<file path="config.mk">
export PLATFORM = sky130hd
export DESIGN_NAME = add_operand_sequencer_flat
export DESIGN_NICKNAME = d
export VERILOG_FILES = /design/src/rtl/add_operand_sequencer_if.sv /design/src/rtl/add_operand_sequencer.sv /design/src/flat_wrapper.sv
export SDC_FILE = /design/constraint.sdc
export NUM_CORES = 1
export LEC_CHECK = 0
export ABC_AREA = 0
export BUFFER_PORTS_ARGS = -buffer_cell sky130_fd_sc_hd__buf_2
export CAP_MARGIN = 20
export CORE_UTILIZATION = 45
export CTS_BUF_LIST = sky130_fd_sc_hd__clkbuf_2 sky130_fd_sc_hd__clkbuf_4 sky130_fd_sc_hd__clkbuf_8
export CTS_CLUSTER_DIAMETER = 80
export CTS_CLUSTER_SIZE = 40
export DETAILED_ROUTE_END_ITERATION = 6
export HOLD_SLACK_MARGIN = 0.1
export PLACE_DENSITY = 0.73
export SYNTH_ARGS = -nofsm -noshare
export SYNTH_HDL_FRONTEND = slang
export SYNTH_SLANG_ARGS = --single-unit
</file>
<file path="constraint.sdc">
create_clock -name clk -period 1.46 [get_ports clk]
set_input_delay 0.073 -clock clk [delete_from_list [all_inputs] [get_ports clk]]
set_output_delay 0.073 -clock clk [all_outputs]
set_load 0.01 [all_outputs]
</file>
<file path="src/rtl/add_operand_sequencer_if.sv">
// add_operand_sequencer_if: operand strobe bus, adder drive/return and result signals
interface add_operand_sequencer_if #(parameter int N = 8);
    logic         load;
    logic [N-1:0] data_in;
    logic         sub;
    logic         ready;
    logic [N-1:0] adder_a;
    logic [N-1:0] adder_b;
    logic         adder_cin;
    logic [N-1:0] adder_sum;
    logic         adder_cout;
    logic [N-1:0] result;
    logic         carry;
    logic         overflow;
    logic         result_valid;
    modport master (
        output load, data_in, sub, adder_sum, adder_cout,
        input  ready, adder_a, adder_b, adder_cin, result, carry, overflow, result_valid
    );
    modport slave (
        input  load, data_in, sub, adder_sum, adder_cout,
        output ready, adder_a, adder_b, adder_cin, result, carry, overflow, result_valid
    );
endinterface

</file>
<file path="src/rtl/add_operand_sequencer.sv">
// add_operand_sequencer: collects A then B(+sub), drives an external adder, registers sum/carry/overflow
module add_operand_sequencer #(parameter int N = 8) (
    input logic                    clk,
    input logic                    reset,
    add_operand_sequencer_if.slave bus
);
    typedef enum logic [1:0] {S_A, S_B, S_ADD} state_t;
    state_t       r_state, w_next;
    logic [N-1:0] r_a, r_b, r_result, w_b;
    logic         r_sub, r_carry, r_overflow, r_valid, w_ready;
    always_ff @(posedge clk or posedge reset)
        if (reset) r_state <= S_A;
        else       r_state <= w_next;
    always_comb
        w_next = (r_state == S_ADD)            ? S_A   :
                 (r_state == S_B && bus.load)  ? S_ADD :
                 (r_state == S_A && bus.load)  ? S_B   : r_state;
    always_comb
        w_ready = (r_state != S_ADD);
    // subtraction is A + ~B + 1, so the inversion and carry-in come from the stored sub
    assign w_b = r_sub ? ~r_b : r_b;
    always_ff @(posedge clk or posedge reset)
        if (reset) begin
            r_a        <= '0;
            r_b        <= '0;
            r_sub      <= 1'b0;
            r_result   <= '0;
            r_carry    <= 1'b0;
            r_overflow <= 1'b0;
            r_valid    <= 1'b0;
        end else begin
            if (r_state == S_A && bus.load) r_a <= bus.data_in;
            if (r_state == S_B && bus.load) begin
                r_b   <= bus.data_in;
                r_sub <= bus.sub;
            end
            if (r_state == S_ADD) begin
                r_result   <= bus.adder_sum;
                r_carry    <= bus.adder_cout;
                r_overflow <= (r_a[N-1] == w_b[N-1]) && (bus.adder_sum[N-1] != r_a[N-1]);
            end
            r_valid <= (r_state == S_ADD);
        end
    assign bus.ready        = w_ready;
    assign bus.adder_a      = r_a;
    assign bus.adder_b      = w_b;
    assign bus.adder_cin    = r_sub;
    assign bus.result       = r_result;
    assign bus.carry        = r_carry;
    assign bus.overflow     = r_overflow;
    assign bus.result_valid = r_valid;
endmodule

</file>
<file path="src/flat_wrapper.sv">
// flat-port wrapper written by rule: the top's interface ports become plain ports
module add_operand_sequencer_flat 
#(parameter int N = 8)
  (clk, reset, bus_load, bus_data_in, bus_sub, bus_adder_sum, bus_adder_cout, bus_ready, bus_adder_a, bus_adder_b, bus_adder_cin, bus_result, bus_carry, bus_overflow, bus_result_valid);
  add_operand_sequencer_if #(.N(N)) bus_i ();
  input logic clk;
  input logic reset;
  input wire logic [$bits(bus_i.load)-1:0] bus_load;
  input wire logic [$bits(bus_i.data_in)-1:0] bus_data_in;
  input wire logic [$bits(bus_i.sub)-1:0] bus_sub;
  input wire logic [$bits(bus_i.adder_sum)-1:0] bus_adder_sum;
  input wire logic [$bits(bus_i.adder_cout)-1:0] bus_adder_cout;
  output wire logic [$bits(bus_i.ready)-1:0] bus_ready;
  output wire logic [$bits(bus_i.adder_a)-1:0] bus_adder_a;
  output wire logic [$bits(bus_i.adder_b)-1:0] bus_adder_b;
  output wire logic [$bits(bus_i.adder_cin)-1:0] bus_adder_cin;
  output wire logic [$bits(bus_i.result)-1:0] bus_result;
  output wire logic [$bits(bus_i.carry)-1:0] bus_carry;
  output wire logic [$bits(bus_i.overflow)-1:0] bus_overflow;
  output wire logic [$bits(bus_i.result_valid)-1:0] bus_result_valid;
  assign bus_i.load = bus_load;
  assign bus_i.data_in = bus_data_in;
  assign bus_i.sub = bus_sub;
  assign bus_i.adder_sum = bus_adder_sum;
  assign bus_i.adder_cout = bus_adder_cout;
  assign bus_ready = bus_i.ready;
  assign bus_adder_a = bus_i.adder_a;
  assign bus_adder_b = bus_i.adder_b;
  assign bus_adder_cin = bus_i.adder_cin;
  assign bus_result = bus_i.result;
  assign bus_carry = bus_i.carry;
  assign bus_overflow = bus_i.overflow;
  assign bus_result_valid = bus_i.result_valid;
  add_operand_sequencer #(.N(N)) u_core (.clk(clk), .reset(reset), .bus(bus_i));
endmodule
</file>
# Word level (Yosys, flattened, before mapping)
# Cells that the tools add are included.
dict set report op_classes {
  div 0
  order_cmp 0
  n_mul 0
  addsub 0
  n_reduce_logical 5
  bitwise_logic 1
  n_shift 0
  n_eq_ne 5
  mux 4
}
# operator n
set ops {}
lappend ops {{2-to-1 mux 8 bit} 1}
lappend ops {{inverter 8 bit} 1}
lappend ops {{2-to-1 mux 2 bit} 3}
lappend ops {{logical AND 1 bit} 3}
lappend ops {{nonzero test 3 bit} 1}
lappend ops {{equality test 2 x 1 -> 1 bit, second input constant} 1}
lappend ops {{equality test 2 bit, second input constant} 1}
lappend ops {{logical NOT 2 bit} 1}
lappend ops {{!= test 2 bit, second input constant} 1}
lappend ops {{equality test 1 bit} 1}
lappend ops {{!= test 1 bit} 1}
dict set report totals {
  register_bits 30
  in_bits 21
  latch_bits 0
  out_inout_bits 29
  romBits 0
  n_memories 0
  wordCells 23
  ram_bits 0
}

# Depth between registers and ports, before layout
# Gate-level depths: netlist (run 1).
dict set report logic_depth {
  word_depth 5
  depth_mapped 5
  mapped_depth_nobuf 3
}

# Worst setup path after synthesis (run 1)
# Ideal clock, no wire load.
dict set report synth_path {
  path_type {flip-flop to flip-flop}
  from {reg u_core.r_state[1]}
  to {reg u_core.r_a[0] (netlist: u_core.bus.adder_a[0])}
  stages_incl_launch_ff 4
  setup_ns 0.125
  t_arrival_ns 1.127
  n_path_buf 0
  slack_ns 0.208
  t_required_ns 1.335
  period_less_slack_ns 1.252
  path_cell_list {dfrtp_1 > nand2b_4 > nor2_2 > mux2_2}
}
dict set report synth_via {
  elab_chain_cells 2
}
# element line
set synth_rtl {}
lappend synth_rtl {{start: declaration} add_operand_sequencer.sv:8} ;# state_t r_state, w_next;
lappend synth_rtl {{start signal: assignment} add_operand_sequencer.sv:13} ;# else r_state <= w_next;
lappend synth_rtl {{logical NOT 2 bit} add_operand_sequencer.sv:32} ;# if (r_state == S_A && bus.load) r_a <= bus.data_in;
lappend synth_rtl {{logical AND 1 bit} add_operand_sequencer.sv:32}
lappend synth_rtl {{end signal: assignment} add_operand_sequencer.sv:32}
lappend synth_rtl {{end: declaration} add_operand_sequencer.sv:9} ;# logic [N-1:0] r_a, r_b, r_result, w_b;
# No other way between the ends.
# A chain may end at the register's enable or synchronous reset.

# Final worst setup path (run 1)
dict set report layout_path {
  from {reg u_core.r_state[0]}
  to {out bus_ready}
}
dict set report layout_via {
  elab_chain_cells 1
}
# element line
set layout_rtl {}
lappend layout_rtl {{!= test 2 bit} add_operand_sequencer.sv:19} ;# w_ready = (r_state != S_ADD);
lappend layout_rtl {{end: declaration} flat_wrapper.sv:13} ;# output wire logic [$bits(bus_i.ready)-1:0] bus_ready;
# No other way between the ends.

==> results.txt, run 1 <==
Outcome - finished, final reports clean
Final critical-path required period - 1.391 ns
Final #Nets - 176
Pwr/cell area - 2153 nW/µm²
Setup clock skew after layout - 0.004909 ns
Gr ovfl total - 0
N_diodes - 0
Syn_area_per_cell - 15.93 µm²
Post-Synthesis Cell Area - 1259 µm²
Initial Utilization - 49.03%
Max Used Layer - met4
Final Max Tran Viols - 0
Comb power frac - 46.3%
Clock power frac - 13.4%
Met1 Wirelength - 1018 µm
Vias in the first global route - 862
Port bufs - 49
Routability cong. - 0.6885
Tcrit/Tclk final - 95.31%
CTS tree - built
Clock latency on the worst-skew pair - 0.32 ns
Share of power burned in registers - 40.3%
Int Pwr - 2.521 mW
Worst vdd rail ir drop - 1.416 mV
Clock buffer depth - 2
Final wirelength - 2481 µm
Path depth of the worst reg2reg path - 3
Antenna Nets Post-Route - 0
Top-level port count - 50
GRT Total Usage - 18.58%
Initial drt markers - 4
Synth top area share - 59.64%
Routed met2 length - 1317 µm
Fillers - 211
Post-DR vias/cell - 4.753
Area growth from synthesis to layout - 42.84%
Met3 WL - 89 µm
Die area - 3012 µm²
Clock-pin transition on the worst setup and hold timing paths - 0.09 ns
DR DRC count - 0
Achievable frequency - 0.7187 GHz
Critical-path cell list - nor2b_1, buf_6, inv_1, buf_2
LEAKAGE - 0.8795 nW
CP Data Required Time - 1.39 ns
Total number of vias - 884
First-pass GRT wire length - 3739 µm
Initial antenna violation count - 0
Max FO, Critical Path - 14
Die height - 54.89 µm
Sequential fraction of the synthesis area - 59.64%
Worst-margin pin slew - 0.3665 ns
Most area-consuming cells after synthesis - dfrtp_1, mux2_2, mux2_4
Site Rows - 18
Critical path startpoint category - flop
# clock sinks - 30
Total Power - 3.872 mW
Slowest cell on the critical path - dfrtp_2
Flop-to-flop setup slack - 0.20 ns
Mapped Cells - 79
Hold Fails Final Rpt - 0
Critical path class - flop to output port
Crit path launch - u_core.r_state[0]
Setup crit end kind - output port
CTS Buf Count - 5
Maxcap violations - 0
FF-to-FF Start - u_core.r_state[0]
Width of the die - 54.89 µm
Worst path max stage delay - 0.45 ns
Yosys reg bits - 30
Post-synthesis cell type count - 17
Largest area contributor in the netlist - dfrtp_1
WP data arrival - 1.32 ns
Reg2reg end - u_core.bus.result[1]
Setup violators final - 0
CTS H-Tree Depth - 2
Fin util - 70.03%
Yosys warns - 0
First-pass DRT Iterations - 6
Post-DR wirelength/cell - 13.34 µm
Core ar. - 2567 µm²
Total nets after synthesis - 100
Share of cells above drive strength 1 - 58.33%
Switch share - 34.90%
CTS root buf - clkbuf_4
Slew headroom - 75.57%
Min-Delay Path Class - input pin to asynchronous set/reset pin
Switching pwr - 1.351 mW
Largest net degree at the start of global routing - 31
cell usage in the layout, fill, tap and decap left out, drive strengths merged:
cell	Yosys	final
buf	3	52
xnor2	1	1
nand2b	1	1
clkinv	0	1
nor2b	1	1
xor2	8	8
nand3b	2	2
o221ai	1	1
dlygate4sd3	0	20
clkbuf	0	7
mux2	26	26
nand4b	1	1
o21a	1	1
inv	3	3
nor2	1	1
dfrtp	30	30
cell type report:
cell class	count	area (µm²)	area share [%]
clock buffer	7	58.81	3.271
clock inverter	1	5.005	0.2784
inverter	3	11.26	0.6263
multi-input combinational	43	460.4	25.61
sequential	30	753.2	41.89
tap	30	37.54	2.088
timing repair buffer	72	471.7	26.24
cell usage after synthesis:
cell / instances
mux2_2: 21
dfrtp_1: 30
inv_1: 3
xor2_1: 8
nand2b_4: 1
buf_12: 1
buf_2: 1
o221ai_1: 1
nand3b_2: 1
nand3b_1: 1
nor2_2: 1
nor2b_1: 1
nand4b_1: 1
mux2_4: 5
o21a_1: 1
xnor2_1: 1
buf_6: 1
metal layers:
metal	track usage, %	vias to the layer above
li1	-	420
met1	21.20	434
met2	30.92	22
met3	6.111	8
met4	8.974	0
met5	0	-
what timing repair did:
action                                 CTS  global route
hold buffers                            20             0
cloned                                   0             0
setup endpoints to repair                1             1
endpoints found under the hold margin   59             0
gates resized for setup                  1             2
buffers inserted                         0             0
pin swaps                                0             0
critical path: cells and delay by family, from the launching register on:
kind	cells	cell delay (ns)
buffers and inverters	3	0.40
flip-flops	1	0.45
AND/OR/NAND/NOR	1	0.15
cell families (layout without fill, tap and decap cells):
logic type | count (synthesis) | count (layout) | share of synthesized area [%]
flip-flops | 30 | 30 | 59.64
AND/OR/NAND/NOR | 6 | 6 | 4.275
multiplexers | 26 | 26 | 24.75
XOR/XNOR | 9 | 9 | 6.263
AO/OA/AOI/OAI | 2 | 2 | 1.293
buffers and inverters | 6 | 83 | 3.777
power groups by stage:
stage	clock (mW)	combinational [mW]	sequential [mW]
global placement	0	1.72	1.55
detailed placement	0	1.75	1.58
floorplan	0	1.09	1.62
finish	0.518	1.79	1.56
CTS	0.545	1.80	1.56
global route	0.572	1.96	1.62
state kept, by name, summed over array words and instances (netlist names):
register,flops
u_core.bus.adder_a,8
u_core.bus.result,8
u_core.r_b,8
u_core.r_state,2
u_core.bus.adder_cin,1
u_core.bus.carry,1
u_core.bus.overflow,1
u_core.bus.result_valid,1
how the worst max path moves through the flow:
| stage | to | slack, ns |
|---|---|---|
| after floorplan | u_core.bus.adder_a[0] | 0.21 |
| after global placement | u_core.bus.result[3] | 0.21 |
| after detailed placement | u_core.bus.result[3] | 0.18 |
| after CTS | bus_ready | 0.01 |
| after global routing | bus_ready | -0.02 |
| final | bus_ready | 0.07 |
metrics by stage:
step / instance area [µm²] / setup TNS [ns] / hold slack, ns / setup WS (ns) / cells
3_5_place_dp: 1528 / 0 / 0.1676 / 0.1818 / 158
3_3_place_gp: 1528 / 0 / 0.1601 / 0.2103 / 158
6_report: 1798 / 0 / 0.3743 / 0.06853 / 186
5_1_grt: 1798 / -0.01818 / 0.3989 / -0.01818 / 186
2_1_floorplan: 1259 / 0 / 0.1638 / 0.2083 / 79
4_1_cts: 1793 / 0 / 0.3741 / 0.01108 / 186
Power figures use the tool's default switching activity.
==> run 2, diff against run 1 <==
CORE_UTILIZATION = 49   (was 45)
PLACE_DENSITY = 0.79   (was 0.73)
==> run 2 against run 1 <==
  * Power is 4.1% higher
  * Cell count grew 3.8%
  * Via count rose by 4.4%
  * Critical path type unchanged
  * Critical endpoint is now bus_adder_b[5]
  * Largest cell class unchanged
==> results.txt, run 2 (synthesized netlist as in run 1, its figures left out) <==
GRT Total Usage - 20.59% (+2.0 points)
Port bufs - 49 (unchanged)
Switching pwr - 1.432 mW (+6.0%)
CP Data Required Time - 1.39 ns (about the same)
CTS H-Tree Depth - 2 (unchanged)
Setup violators final - 0 (unchanged)
Site Rows - 18 (unchanged)
Die height - 52.69 µm (-4.0%)
Post-DR wirelength/cell - 13.60 µm (+1.9%)
Share of power burned in registers - 38.2% (-2.1 points)
Share of cells above drive strength 1 - 60.12% (+1.8 points)
Path depth of the worst reg2reg path - 4 (+1)
Routability cong. - 0.6336 (-8.0%)
Initial drt markers - 5 (+1)
Switch share - 35.55% (+0.65 points)
Largest net degree at the start of global routing - 31 (unchanged)
Initial Utilization - 51.27% (+2.2 points)
Outcome - finished, final reports clean
Commonest non-fill, non-tap cell in the layout - buf_2
Area growth from synthesis to layout - 47.02%
Setup crit end kind - output port
Die area - 2776 µm² (-7.9%)
Worst-margin pin slew - 0.3722 ns (+0.005688 ns)
DR DRC count - 0 (unchanged)
Final wirelength - 2624 µm (+5.8%)
First-pass DRT Iterations - 4 (-2)
Pwr/cell area - 2177 nW/µm² (+1.1%)
Fillers - 145 (-31%)
Clock-pin transition on the worst setup and hold timing paths - 0.11 ns (+0.02 ns)
Min-Delay Path Class - input pin to asynchronous set/reset pin
Int Pwr - 2.597 mW (+3.0%)
Total number of vias - 923 (+4.4%)
CTS Buf Count - 5 (unchanged)
LEAKAGE - 0.9114 nW (+3.6%)
Width of the die - 52.69 µm (-4.0%)
Critical-path cell list - buf_4, xor2_1, buf_2
Clock power frac - 13.2% (-0.2 points)
Most frequent cells in the layout - buf_2, dfrtp_1, mux2_2
Core ar. - 2455 µm² (-4.4%)
Critical path startpoint category - flop
Comb power frac - 48.6% (+2.3 points)
Slowest cell on the critical path - dfrtp_2
Fin cells - 193 (+3.8%)
WP data arrival - 1.29 ns (-0.03 ns)
Vias in the first global route - 891 (+3.4%)
Unrepaired setup endpoints after global routing - false
HPWL after DPL - 1631 µm
Worst vdd rail ir drop - 1.472 mV (+3.9%)
Final Max Tran Viols - 0 (unchanged)
CTS tree - built
Setup clock skew after layout - 0.01328 ns (+0.008367 ns)
Gr ovfl total - 0 (unchanged)
Tcrit/Tclk final - 93.47% (-1.8 points)
Worst path max stage delay - 0.48 ns (+0.03 ns)
Top-level port count - 50 (unchanged)
Clock latency on the worst-skew pair - 0.33 ns (about the same)
Critical path class - flop to output port
Placed cells - 160 (+1.3%)
Hold Fails Final Rpt - 0 (unchanged)
Initial antenna violation count - 0 (unchanged)
Total negative setup slack - 0 ns (unchanged)
Achievable frequency - 0.7328 GHz (+2.0%)
Post-DR vias/cell - 4.782 (+0.62%)
Maxcap violations - 0 (unchanged)
Final #Nets - 183 (+4.0%)
CTS root buf - clkbuf_4
Final critical-path required period - 1.365 ns (-0.02683 ns)
Clock buffer depth - 2 (unchanged)
Max FO, Critical Path - 6 (-8)
Antenna Nets Post-Route - 0 (unchanged)
# clock sinks - 30 (unchanged)
N_diodes - 0 (unchanged)
First-pass GRT wire length - 3864 µm (+3.3%)
Slew headroom - 75.19% (-0.38 points)
run 2: what timing repair did:
action / in CTS / in global routing
setup buffers: 0 / 5
endpoints found under the setup margin: 0 / 5
gates resized for setup: 0 / 3
hold buffers: 20 / 0
endpoints found under the hold margin: 59 / 0
run 2: layout make-up:
cell class,count,area (µm²),area share [%]
clock buffer,6,51.30,2.772
clock inverter,2,12.51,0.6761
sequential,30,753.2,40.70
inverter,3,11.26,0.6085
tap,30,37.54,2.028
multi-input combinational,43,460.4,24.88
timing repair buffer,79,524.3,28.33
run 2: per-stage QoR:
step                area (µm²)  hold WS, ns  setup slack, ns  power [mW]  utilization (%)
global route              1851       0.4063          0.01581       4.287            75.38
CTS                       1807       0.3417          0.01213       3.950            73.60
global placement          1543       0.1517           0.2284       3.298            62.84
detailed placement        1543       0.1639           0.1761       3.374            62.84
floorplan                 1259       0.1638           0.2083       2.717                -
finish                    1851       0.3755          0.09537       4.029            75.38
run 2: worst paths after layout:
kind	slack (ns)	start	to
min in group clk	0.50	bus_sub	u_core.bus.adder_cin
max	0.1	u_core.bus.adder_cin	bus_adder_b[5]
min reg2reg	0.51	u_core.bus.adder_a[4]	u_core.bus.adder_a[4]
max in group asynchronous	0.79	reset	u_core.r_state[0]
min	0.38	reset	u_core.bus.result[2]
max reg2reg	0.15	u_core.r_state[0]	u_core.bus.result[6]
run 2: critical path: cells and delay by family (launching register included):
kind | cells | cell delay [ns]
flip-flops | 1 | 0.48
buffers and inverters | 2 | 0.32
XOR/XNOR | 1 | 0.16
run 2: metal layers:
| metal | track usage [%] | wire (µm) | part of all wire, % | vias up |
|---|---|---|---|---|
| li1 | - | - | - | 439 |
| met1 | 21.38 | 1118 | 43 | 454 |
| met2 | 35.44 | 1331 | 51 | 24 |
| met3 | 8.986 | 126 | 4.8 | 6 |
| met4 | 9.211 | 48 | 1.8 | 0 |
| met5 | 0 | 0 | 0 | - |
run 2: power by group through the flow:
stage / sequential [mW] / combinational [mW] / clock (mW)
after floorplan: 1.62 / 1.09 / 0
after global placement: 1.51 / 1.79 / 0
after detailed placement: 1.55 / 1.83 / 0
after CTS: 1.53 / 1.87 / 0.546
after global routing: 1.59 / 2.11 / 0.584
final: 1.54 / 1.96 / 0.532
